<file path="src/rtl/cpu_seq_pkg.sv">
// Shared encodings for the accumulator CPU sequencer: opcodes, address select, FSM states.
// Optional macro CPU_SEQ_STEP_EN adds the single-step PAUSE state.
package cpu_seq_pkg;

   localparam logic [2:0] OP_HLT = 3'd0;
   localparam logic [2:0] OP_SKZ = 3'd1;
   localparam logic [2:0] OP_ADD = 3'd2;
   localparam logic [2:0] OP_AND = 3'd3;
   localparam logic [2:0] OP_XOR = 3'd4;
   localparam logic [2:0] OP_LDA = 3'd5;
   localparam logic [2:0] OP_STO = 3'd6;
   localparam logic [2:0] OP_JMP = 3'd7;

   localparam logic ADDR_PC  = 1'b0;
   localparam logic ADDR_OPR = 1'b1;

   typedef enum logic [2:0] {
      ST_IDLE,
      ST_FETCH,
      ST_DECODE,
      ST_OPRD,
      ST_WRITE,
      ST_EXEC,
      ST_HALTED
`ifdef CPU_SEQ_STEP_EN
      , ST_PAUSE
`endif
   } state_t;

   function automatic state_t decode_next(input logic [2:0] op);
      case (op)
         OP_HLT:                         return ST_HALTED;
         OP_SKZ, OP_JMP:                 return ST_EXEC;
         OP_ADD, OP_AND, OP_XOR, OP_LDA: return ST_OPRD;
         OP_STO:                         return ST_WRITE;
         default:                        return ST_HALTED;
      endcase
   endfunction

   // HLT and JMP leave PC alone in DECODE; everything else steps past the opcode byte.
   function automatic logic decode_pc_inc(input logic [2:0] op);
      return (op != OP_HLT) && (op != OP_JMP);
   endfunction

endpackage

</file>
<file path="src/rtl/mem_timeout_ctr.sv">
// Counts consecutive stalled memory cycles (req without ack); pulses expire on the last allowed one.
// TIMEOUT_CYC = 0 disables the watchdog entirely.
module mem_timeout_ctr #(
   parameter int TIMEOUT_CYC = 15
) (
   input  logic clk,
   input  logic rst,
   input  logic mem_req,
   input  logic mem_ack,
   output logic expire
);

   localparam int CW = (TIMEOUT_CYC < 2) ? 1 : $clog2(TIMEOUT_CYC);

   generate
      if (TIMEOUT_CYC == 0) begin : g_off
         assign expire = 1'b0;
      end else begin : g_on
         localparam logic [CW-1:0] LAST = CW'(TIMEOUT_CYC - 1);
         logic [CW-1:0] cnt_reg;
         logic          stall;

         // An ack in the would-be expiry cycle is not a stall, so the ack wins.
         assign stall  = mem_req && !mem_ack;
         assign expire = stall && (cnt_reg == LAST);

         always_ff @(posedge clk) begin
            if (rst || !stall || expire) begin
               cnt_reg <= '0;
            end else begin
               cnt_reg <= cnt_reg + 1'b1;
            end
         end
      end
   endgenerate

endmodule

</file>
<file path="src/rtl/cpu_seq_ctrl.sv">
// Multi-cycle control FSM for the 8-bit accumulator CPU (fetch/decode/operand/store/exec).
// Define CPU_SEQ_STEP_EN to add dbg_en/step inputs and a PAUSE state after each instruction.
module cpu_seq_ctrl
   import cpu_seq_pkg::*;
#(
   parameter int OPW         = 3,
   parameter int TIMEOUT_CYC = 15
) (
   input  logic           clk,
   input  logic           rst,
   input  logic [OPW-1:0] opcode,
   input  logic           ac_zero,
   input  logic           mem_ack,
`ifdef CPU_SEQ_STEP_EN
   input  logic           dbg_en,
   input  logic           step,
`endif
   output logic           mem_req,
   output logic           mem_we,
   output logic           addr_sel,
   output logic           ir_ld,
   output logic           pc_inc,
   output logic           pc_ld,
   output logic           ac_ld,
   output logic           instr_done,
   output logic           halt,
   output logic           bus_err
);

   state_t     state_reg;
   logic       jmp_reg;
   logic       bus_err_reg;
   logic       expire;
   logic [2:0] op;
   state_t     done_next;

   assign op = 3'(opcode);

`ifdef CPU_SEQ_STEP_EN
   assign done_next = dbg_en ? ST_PAUSE : ST_FETCH;
`else
   assign done_next = ST_FETCH;
`endif

   mem_timeout_ctr #(
      .TIMEOUT_CYC(TIMEOUT_CYC)
   ) u_timeout (
      .clk    (clk),
      .rst    (rst),
      .mem_req(mem_req),
      .mem_ack(mem_ack),
      .expire (expire)
   );

   always_ff @(posedge clk) begin
      if (rst) begin
         state_reg   <= ST_IDLE;
         jmp_reg     <= 1'b0;
         bus_err_reg <= 1'b0;
      end else if (expire) begin
         state_reg   <= ST_HALTED;
         bus_err_reg <= 1'b1;
      end else begin
         case (state_reg)
            ST_IDLE:   state_reg <= ST_FETCH;
            ST_FETCH:  if (mem_ack) state_reg <= ST_DECODE;
            ST_DECODE: begin
               // Opcode is only trusted here; EXEC keeps its own copy of the JMP/SKZ choice.
               state_reg <= decode_next(op);
               jmp_reg   <= (op == OP_JMP);
            end
            ST_OPRD,
            ST_WRITE:  if (mem_ack) state_reg <= done_next;
            ST_EXEC:   state_reg <= done_next;
            ST_HALTED: state_reg <= ST_HALTED;
`ifdef CPU_SEQ_STEP_EN
            ST_PAUSE:  if (step || !dbg_en) state_reg <= ST_FETCH;
`endif
            default:   state_reg <= ST_IDLE;
         endcase
      end
   end

   // Strobes come from the registered state; rst forces them low in the same cycle.
   always_comb begin
      mem_req    = 1'b0;
      mem_we     = 1'b0;
      addr_sel   = ADDR_PC;
      ir_ld      = 1'b0;
      pc_inc     = 1'b0;
      pc_ld      = 1'b0;
      ac_ld      = 1'b0;
      instr_done = 1'b0;
      halt       = 1'b0;
      bus_err    = 1'b0;
      if (!rst) begin
         bus_err = bus_err_reg;
         case (state_reg)
            ST_FETCH: begin
               mem_req  = 1'b1;
               addr_sel = ADDR_PC;
               ir_ld    = mem_ack;
            end
            ST_DECODE: pc_inc = decode_pc_inc(op);
            ST_OPRD: begin
               mem_req    = 1'b1;
               addr_sel   = ADDR_OPR;
               ac_ld      = mem_ack;
               instr_done = mem_ack;
            end
            ST_WRITE: begin
               mem_req    = 1'b1;
               mem_we     = 1'b1;
               addr_sel   = ADDR_OPR;
               instr_done = mem_ack;
            end
            ST_EXEC: begin
               pc_inc     = !jmp_reg && ac_zero;
               pc_ld      = jmp_reg;
               instr_done = 1'b1;
            end
            ST_HALTED: halt = 1'b1;
            default: ;
         endcase
      end
   end

endmodule
</file>
<file path="config.mk">
export PLATFORM = sky130hd
export DESIGN_NAME = cpu_seq_ctrl
export DESIGN_NICKNAME = d
export VERILOG_FILES = /design/src/rtl/cpu_seq_pkg.sv /design/src/rtl/mem_timeout_ctr.sv /design/src/rtl/cpu_seq_ctrl.sv
export SDC_FILE = /design/constraint.sdc
export NUM_CORES = 1
export LEC_CHECK = 0
export BUFFER_PORTS_ARGS = -buffer_cell sky130_fd_sc_hd__buf_2
export CORE_UTILIZATION = 44
export CTS_BUF_LIST = sky130_fd_sc_hd__clkbuf_4 sky130_fd_sc_hd__clkbuf_8 sky130_fd_sc_hd__clkbuf_16
export DETAILED_ROUTE_END_ITERATION = 10
export GPL_TIMING_DRIVEN = 0
export PLACE_DENSITY = 0.71
export SYNTH_ARGS = -nofsm -noshare
export SYNTH_HDL_FRONTEND = slang
export SYNTH_SLANG_ARGS = --single-unit
</file>
<file path="constraint.sdc">
create_clock -name clk -period 1.5 [get_ports clk]
set_clock_uncertainty 0.2 [all_clocks]
set_input_delay 0.15 -clock clk [delete_from_list [all_inputs] [get_ports clk]]
set_output_delay 0.15 -clock clk [all_outputs]
set_load 0.1 [all_outputs]
</file>
==> results of run 1 <==
==> worst min-delay path, delay by kind of cell <==
kind	cells	cell delay (ns)
AO/OA/AOI/OAI	1	0.05
AND/OR/NAND/NOR	2	0.25
buffers and inverters	1	0.13
==> cell families after synthesis <==
logic type / after synthesis / share of synthesized area
XOR/XNOR: 3 / 0.0418
flip-flops: 9 / 0.287
AND/OR/NAND/NOR: 48 / 0.466
AO/OA/AOI/OAI: 12 / 0.104
buffers and inverters: 6 / 0.0617
adder cells (fa/ha/maj): 2 / 0.0398
==> stage by stage <==
step / setup WS, ns / utilization / total power [mW] / instances / hold slack (ns)
5_1_grt: -0.336 / 0.940 / 0.881 / 131 / 0.136
3_5_place_dp: -0.208 / 0.644 / 0.506 / 111 / 0.261
4_1_cts: -0.242 / 0.864 / 0.799 / 127 / 0.0664
2_1_floorplan: -0.496 / - / 0.461 / 80 / 0.123
6_report: -0.345 / 0.940 / 0.862 / 131 / 0.142
3_3_place_gp: -0.200 / 0.644 / 0.502 / 111 / 0.246
==> layout make-up <==
type                    instances  area [sq um]
repair buffers                 34           364
multi-input cells              65           607
plain buffers                   2          20.0
fillers                        45          78.8
inverters                       2          7.51
well taps                      15          18.8
flip-flops and latches          9           191
clock buffers                   4          30.0
==> placed cells by master, fill, tap and decap left out, types with 3 or more instances in the layout <==
| master | netlist | layout |
|---|---|---|
| sky130_fd_sc_hd__buf_12 | 0 | 8 |
| sky130_fd_sc_hd__nor2_4 | 0 | 5 |
| sky130_fd_sc_hd__nor3_4 | 0 | 4 |
| sky130_fd_sc_hd__buf_6 | 2 | 7 |
| sky130_fd_sc_hd__a21oi_1 | 7 | 4 |
| sky130_fd_sc_hd__nor2_1 | 14 | 3 |
| sky130_fd_sc_hd__a21oi_2 | 0 | 3 |
| sky130_fd_sc_hd__nor2_2 | 1 | 7 |
| sky130_fd_sc_hd__buf_2 | 1 | 7 |
| sky130_fd_sc_hd__buf_4 | 0 | 11 |
| sky130_fd_sc_hd__dfxtp_4 | 0 | 3 |
| sky130_fd_sc_hd__nand3_1 | 3 | 3 |
| sky130_fd_sc_hd__clkbuf_4 | 0 | 5 |
| sky130_fd_sc_hd__dfxtp_1 | 9 | 6 |
| sky130_fd_sc_hd__nand2_1 | 6 | 6 |
==> routing by layer <==
metal,share of wire,up-vias
met5,0,-
met2,0.50,50
met1,0.37,408
met3,0.077,23
met4,0.052,0
li1,-,351
==> worst max path at each step <==
stage | from | endpoint | cells after the start
3_5_place_dp | state_reg[1] | instr_done | 6
4_1_cts | state_reg[1] | pc_inc | 6
6_report | state_reg[2] | instr_done | 6
5_1_grt | state_reg[2] | instr_done | 6
2_1_floorplan | state_reg[0] | ir_ld | 3
3_3_place_gp | state_reg[2] | pc_inc | 6
==> power breakdown <==
group,leakage [nW],switching [mW],internal [mW]
clock,0.0184,0.0972,0.121
sequential,0.0751,0.0217,0.250
combinational,0.390,0.214,0.158
==> what timing repair did <==
action,CTS,global route
pin swaps,9,7
setup buffers,12,7
cloned,0,0
gates resized for setup,46,22
endpoints found under the setup margin,14,18
==> metrics.sh, run 1 <==
RUN_STATUS='finished with violations'
VIOLATIONS='setup timing'
IR_DROP_uV=695
YOSYSSEQAREASHARE=0.287
DIE_H_MICRONS=39.8
WORSTHOLDENDPOINT='jmp_reg'
DP.FINAL_HPWL_MM=1.04
SETUP-VIOLATIONS-FINAL=18
CRIT_FANOUT=6
FINAL_MAX_TRAN_VIOLS=0
SYNTH.TOP_CELL.AREA_SHARE=0.287
BUFFERS_AND_INVERTERS_ON_THE_WORST_PATH=2
CTS.REPORTEDPATHS.CLKPINSLEW_NS=0.06
DIE-WIDTH_MICRONS=39.8
CRITPATHSLOWESTCELL='sky130_fd_sc_hd__dfxtp_4'
SYNTHCELLS=80
GRTUSAGEMET1=0.347
CTS_MAX_PATH_BUFFERS=2
HOLDPATHSTAGES=4
MIN_PERIOD_OVER_PERIOD=1.23
GRT.MET2_USAGE=0.471
TIMING_HOLD_VIOLATIONS_FINAL=0
CELLPOWERDENSITY_nW_PER_UM2=696
ANTENNA_CELLS_INSERTED=0
FLIP_FLOP_COUNT_OF_THE_LARGEST_REGISTER_ALL_COPIES_AND_WORDS_ADDED=4
DIE-AREA_SQ_UM=1580
HOLD_PATH.STARTPOINT='opcode[0]'
AVGROUTEDWIREPERCELL_MICRONS=23.0
WORST_REL_SLEW_SLACK=0.692
FIN_NETS=126
POSTSYNTHAREAPERCELL_SQ_UM=7.85
GLOBALROUTEMET3UTIL=0.0852
SYN_AREA_SQ_UM=628
TIMING.CRITICAL_PATH.REQUIRED_NS=1.15
DOMINANT_CELL_BY_COUNT_IN_THE_SYNTHESIZED_NETLIST='sky130_fd_sc_hd__nor2_1'
FMAX_GHz=0.542
POST_DP_CELL_AREA_SQ_UM=848
TIMING.CRITICAL_PATH.ARRIVAL_NS=1.49
MAX_CAP_VIOLATIONS=0
POST-ROUTE-MIN-PERIOD_NS=1.84
REGTOREGSETUPSLACK_NS=-0.23
NETLIST_TOP_CELLS_COUNT='sky130_fd_sc_hd__nor2_1 (14), sky130_fd_sc_hd__dfxtp_1 (9), sky130_fd_sc_hd__a21oi_1 (7), sky130_fd_sc_hd__nor3_1 (7), sky130_fd_sc_hd__nand2_1 (6)'
DRT_PASS1_ITERATIONS=4
CRITICALPATHCATEGORY='flip-flop to output pin'
GRT_MAX_DEGREE=11
STD_CELL_ROWS=13
SYNTH_ENABLE_FLOP_CELLS=0
FINAL.SETUP.TNS_NS=-3.64
WORST_R2R_STARTPOINT='state_reg[2]'
NUMBER_OF_ANTENNA_VIOLATIONS_AT_THE_FIRST_CHECK_IN_GLOBAL_ROUTING=0
GRT.OVERFLOW.TOTAL=0
CTS_NUM_SINKS=9
WORST_PATH_DOMINANT_CELL_FAMILY='flip-flops'
TOTAL_LEAKAGE_POWER_nW=0.484
GRT_SETUP_UNREPAIRED='true'
CTSHOLDBUFFERS=0
POSTSYNTH.TOPFLOPCELL='sky130_fd_sc_hd__dfxtp_1'
CRIT-REG2REG-CAPTURE='u_timeout.g_on.cnt_reg[1]'
GRT_FIRST_PASS_WIRELENGTH_MM=2.90
CTS_MADE_BUFFERS=3
CTS_TREE='built'
GRT_PASS1_VIAS=649
CRITPATHCAPTURETYPE='output pin'
FLOORPLAN.CORE_AREA_SQ_UM=1320
SYNTHESIS.YOSYS.WARNINGS=0
POSTLAYOUTSETUPSLACKWORST_NS=-0.345
FLOW.AREA_GROWTH_FROM_SYNTHESIS_PCT=97.2
TIGHTESTPINTRANSITION_NS=0.462
ASYNC_FLOP_SHARE=0
PLACE.PORT_BUFFERS=16
LEADING_AREA_CONTRIBUTOR_AFTER_SYNTHESIS='sky130_fd_sc_hd__dfxtp_1'
VIA_PER_INST=6.35
SYN_NETS=89
GR-MAX-USAGE-LAYER='met2'
YS_SEQ_ELEMENTS=9
HOLDCRITPATHCLASS='input pin to flip-flop'
LAYOUT-DRIVE-GT1-SHARE=0.681
DRTITER0DRC=45
VIA_COUNT=832
DRC=0
INITIAL_UTILIZATION=0.477
CRIT_PATH_MAX_INCR_DELAY_NS=0.36
FLOORPLAN.IO_PINS=17
DETAIL_ROUTE.WIRELENGTH_MM=3.02
CTS-ROOT-BUF='sky130_fd_sc_hd__clkbuf_4'
FINAL_REPLACE_WEIGHTED_CONGESTION=0.702
HTREE_NUM_LEVELS=1
WORSTSETUPSTARTPOINTTYPE='flip-flop'
ROUTE.ANTENNA.REMAINING_NETS=0
TRACK_USAGE=0.285
LATER_PIN_CLOCK_LATENCY_IN_THE_SKEW_REPORT_NS=0.28
WORSTPATHCELLLIST='buf_8 -> nand2b_4 -> o21ai_2 -> a21oi_2 -> nor2_4 -> buf_12'
POST_SYNTH_MAIN_AREA_CONTRIBUTORS='sky130_fd_sc_hd__dfxtp_1 (29%), sky130_fd_sc_hd__nor2_1 (8.4%), sky130_fd_sc_hd__a21oi_1 (5.6%), sky130_fd_sc_hd__nor3_1 (5.6%), sky130_fd_sc_hd__ha_1 (4.0%)'
WORST_R2R_PATH_DEPTH=6
YOSYS.CELL_TYPES.COUNT=30
FINISH.INSTANCE_AREA_SQ_UM=1240
(Power assumes the default switching activity.)
==> run 2, diff against run 1 <==
==> constraint.sdc (replaced) <==
create_clock -name clk -period 1.5 [get_ports clk]
set_clock_uncertainty 0.2 [all_clocks]
set_input_delay 0 -clock clk [delete_from_list [all_inputs] [get_ports clk]]
set_output_delay 0 -clock clk [all_outputs]
set_load 0.1 [all_outputs]
==> run 2 against run 1 <==
Net effect:
- the flow finishes with violations (hold timing, setup timing)
- register-to-register slack lost 0.04 ns
- critical path depth shrank 1
- die area is the same
- critical endpoint is now u_timeout.g_on.cnt_reg[3]
- highest routed layer unchanged
==> metrics.sh, run 2 (synthesis results as in run 1) <==
RUN_STATUS='finished with violations'
VIOLATIONS='hold timing, setup timing'
FLOW.AREA_GROWTH_FROM_SYNTHESIS_PCT=98.4
FLOORPLAN.CORE_AREA_SQ_UM=1320
ROUTE.ANTENNA.REMAINING_NETS=0
FINISH.INSTANCE_AREA_SQ_UM=1250
CPMOSTUSEDCELL='sky130_fd_sc_hd__nor2_2'
VIA_COUNT=817
DETAIL_ROUTE.WIRELENGTH_MM=2.78
HTREE_NUM_LEVELS=1
FIN_WORST_HOLD_SLACK_NS=-0.0137
CTS_TREE='built'
CTSHOLDBUFFERS=2
CTS-ROOT-BUF='sky130_fd_sc_hd__clkbuf_4'
FINAL_REPLACE_WEIGHTED_CONGESTION=0.681
AVGROUTEDWIREPERCELL_MICRONS=21.0
PLACE.PORT_BUFFERS=16
P_INT_mW=0.544
GRT_PASS1_VIAS=651
BUFFERS_AND_INVERTERS_ON_THE_WORST_PATH=1
POST-ROUTE-MIN-PERIOD_NS=1.77
WORST_REL_SLEW_SLACK=0.676
CRIT_FANOUT=4
MOST-COMMON-LAYOUT-CELLS='sky130_fd_sc_hd__buf_4 (12), sky130_fd_sc_hd__buf_12 (8), sky130_fd_sc_hd__buf_2 (7)'
DIE-AREA_SQ_UM=1580
FINAL.SETUP.TNS_NS=-2.25
INITIAL_UTILIZATION=0.477
STD_CELL_ROWS=13
DIE_H_MICRONS=39.8
DRT_PASS1_ITERATIONS=4
DRC=0
FLIP_FLOP_COUNT_OF_THE_LARGEST_REGISTER_ALL_COPIES_AND_WORDS_ADDED=4
MAX_CAP_VIOLATIONS=0
FINALCOREUTILIZATION=0.946
WORSTPATHCELLLIST='buf_16 -> nor4b_4 -> nor2_2 -> or3_4 -> nor2_2'
GRT.OVERFLOW.TOTAL=0
DIE-WIDTH_MICRONS=39.8
MIN_PERIOD_OVER_PERIOD=1.18
GRT_SETUP_UNREPAIRED='true'
TIGHTESTPINTRANSITION_NS=0.489
TIMING_HOLD_VIOLATIONS_FINAL=1
CELLPOWERDENSITY_nW_PER_UM2=701
ANTENNA_CELLS_INSERTED=0
WORST_PATH_DOMINANT_CELL_FAMILY='simple AND/OR/NAND/NOR gates'
CRITPATHSLOWESTCELL='sky130_fd_sc_hd__or3_4'
HOLDCRITPATHCLASS='input pin to flip-flop'
GRT_FIRST_PASS_WIRELENGTH_MM=3.08
CRITPATHCAPTURETYPE='flip-flop'
FINAL_MAX_TRAN_VIOLS=0
CTS_MAX_PATH_BUFFERS=2
CTS_MADE_BUFFERS=3
NUMBER_OF_ANTENNA_VIOLATIONS_AT_THE_FIRST_CHECK_IN_GLOBAL_ROUTING=0
POSTLAYOUTSETUPSLACKWORST_NS=-0.270
CRITICALPATHCATEGORY='flip-flop to flip-flop'
VIA_PER_INST=6.19
TIMING.CRITICAL_PATH.ARRIVAL_NS=1.77
LATER_PIN_CLOCK_LATENCY_IN_THE_SKEW_REPORT_NS=0.28
CTS.REPORTEDPATHS.CLKPINSLEW_NS=0.06
SETUP-VIOLATIONS-FINAL=15
WORSTSETUPSTARTPOINTTYPE='flip-flop'
TIMING.CRITICAL_PATH.REQUIRED_NS=1.50
FIN_NETS=127
DRTITER0DRC=55
CTS_NUM_SINKS=9
AREA_USED_BY_SEQUENTIAL_LOGIC_IN_THE_LAYOUT_SQ_UM=191
CLOCK_POWER_SHARE=0.254
SW_FRAC_OF_TOTAL=0.378
IR_DROP_uV=647
POWER.SHARE.SEQUENTIAL=0.307
FINAL_COMMON_CELL='sky130_fd_sc_hd__buf_4'
FINAL.FILL_COUNT=35
FLOORPLAN.IO_PINS=17
DP.FINAL_HPWL_MM=1.11
TOTAL_LEAKAGE_POWER_nW=0.497
POWER.NET_SWITCHING_mW=0.330
TOTAL_POWER_mW=0.874
LAYOUT-DRIVE-GT1-SHARE=0.641
POST_DP_CELL_AREA_SQ_UM=847
COMB_POWER_SHARE=0.439
FMAX_GHz=0.565
GRT_MAX_DEGREE=11
TRACK_USAGE=0.307
CRIT_PATH_MAX_INCR_DELAY_NS=0.42
MULTI_INPUT_AREA_SQ_UM=586
## run 2: changes by cell type in the layout (fill, tap and decap cells not counted), moves of 2 or more
cell / before / now
sky130_fd_sc_hd__nor3_4: 4 / 2
sky130_fd_sc_hd__buf_6: 7 / 4
sky130_fd_sc_hd__nor2_2: 7 / 3
sky130_fd_sc_hd__nor3_2: 1 / 3
sky130_fd_sc_hd__dlygate4sd3_1: 0 / 2
sky130_fd_sc_hd__nor2_1: 3 / 6
## run 2: worst min-delay path: stages
cell	delay (ns)
sky130_fd_sc_hd__buf_2	0.19
sky130_fd_sc_hd__nor2b_4	0.13
sky130_fd_sc_hd__or2_2	0.12
## run 2: power groups by stage
stage	logic (mW)	clock network, mW	registers, mW
floorplan	0.200	0	0.260
global placement	0.241	0	0.260
detailed placement	0.245	0	0.261
CTS	0.344	0.216	0.260
global route	0.396	0.236	0.269
finish	0.384	0.222	0.268
## run 2: repair_timing
item,CTS,global route
gates resized for setup,45,18
setup buffers,9,6
pin swaps,11,6
gates cloned,1,0
endpoints found under the hold margin,3,1
setup endpoints to repair,14,16
## run 2: routing by layer
metal  share of wire  track usage
met3           0.082       0.0852
met4           0.033        0.112
met2            0.50        0.525
met1            0.38        0.356
met5               0            0
## run 2: path summary, 6_finish.rpt
path,from,end,slack [ns],cells past startpoint
max,state_reg[0],u_timeout.g_on.cnt_reg[3],-0.27,5
min,rst,bus_err_reg,-0.01,3
max reg2reg,state_reg[0],u_timeout.g_on.cnt_reg[3],-0.27,5
min reg2reg,u_timeout.g_on.cnt_reg[0],u_timeout.g_on.cnt_reg[0],0.27,1
## run 2: stage by stage
step,cells,worst slack (ns)
2_1_floorplan,80,-0.346
3_3_place_gp,111,-0.0792
3_5_place_dp,111,-0.105
4_1_cts,127,-0.159
5_1_grt,132,-0.286
6_report,132,-0.270
## run 2: final cells by class
| cell class | count | share of cell area |
|---|---|---|
| Clock buffer | 4 | 0.0241 |
| Timing Repair Buffer | 34 | 0.303 |
| Inverter | 2 | 0.00602 |
| Sequential cell | 9 | 0.154 |
| Tap cell | 15 | 0.0151 |
| Multi-Input combinational cell | 65 | 0.470 |
| Buffer | 3 | 0.0281 |
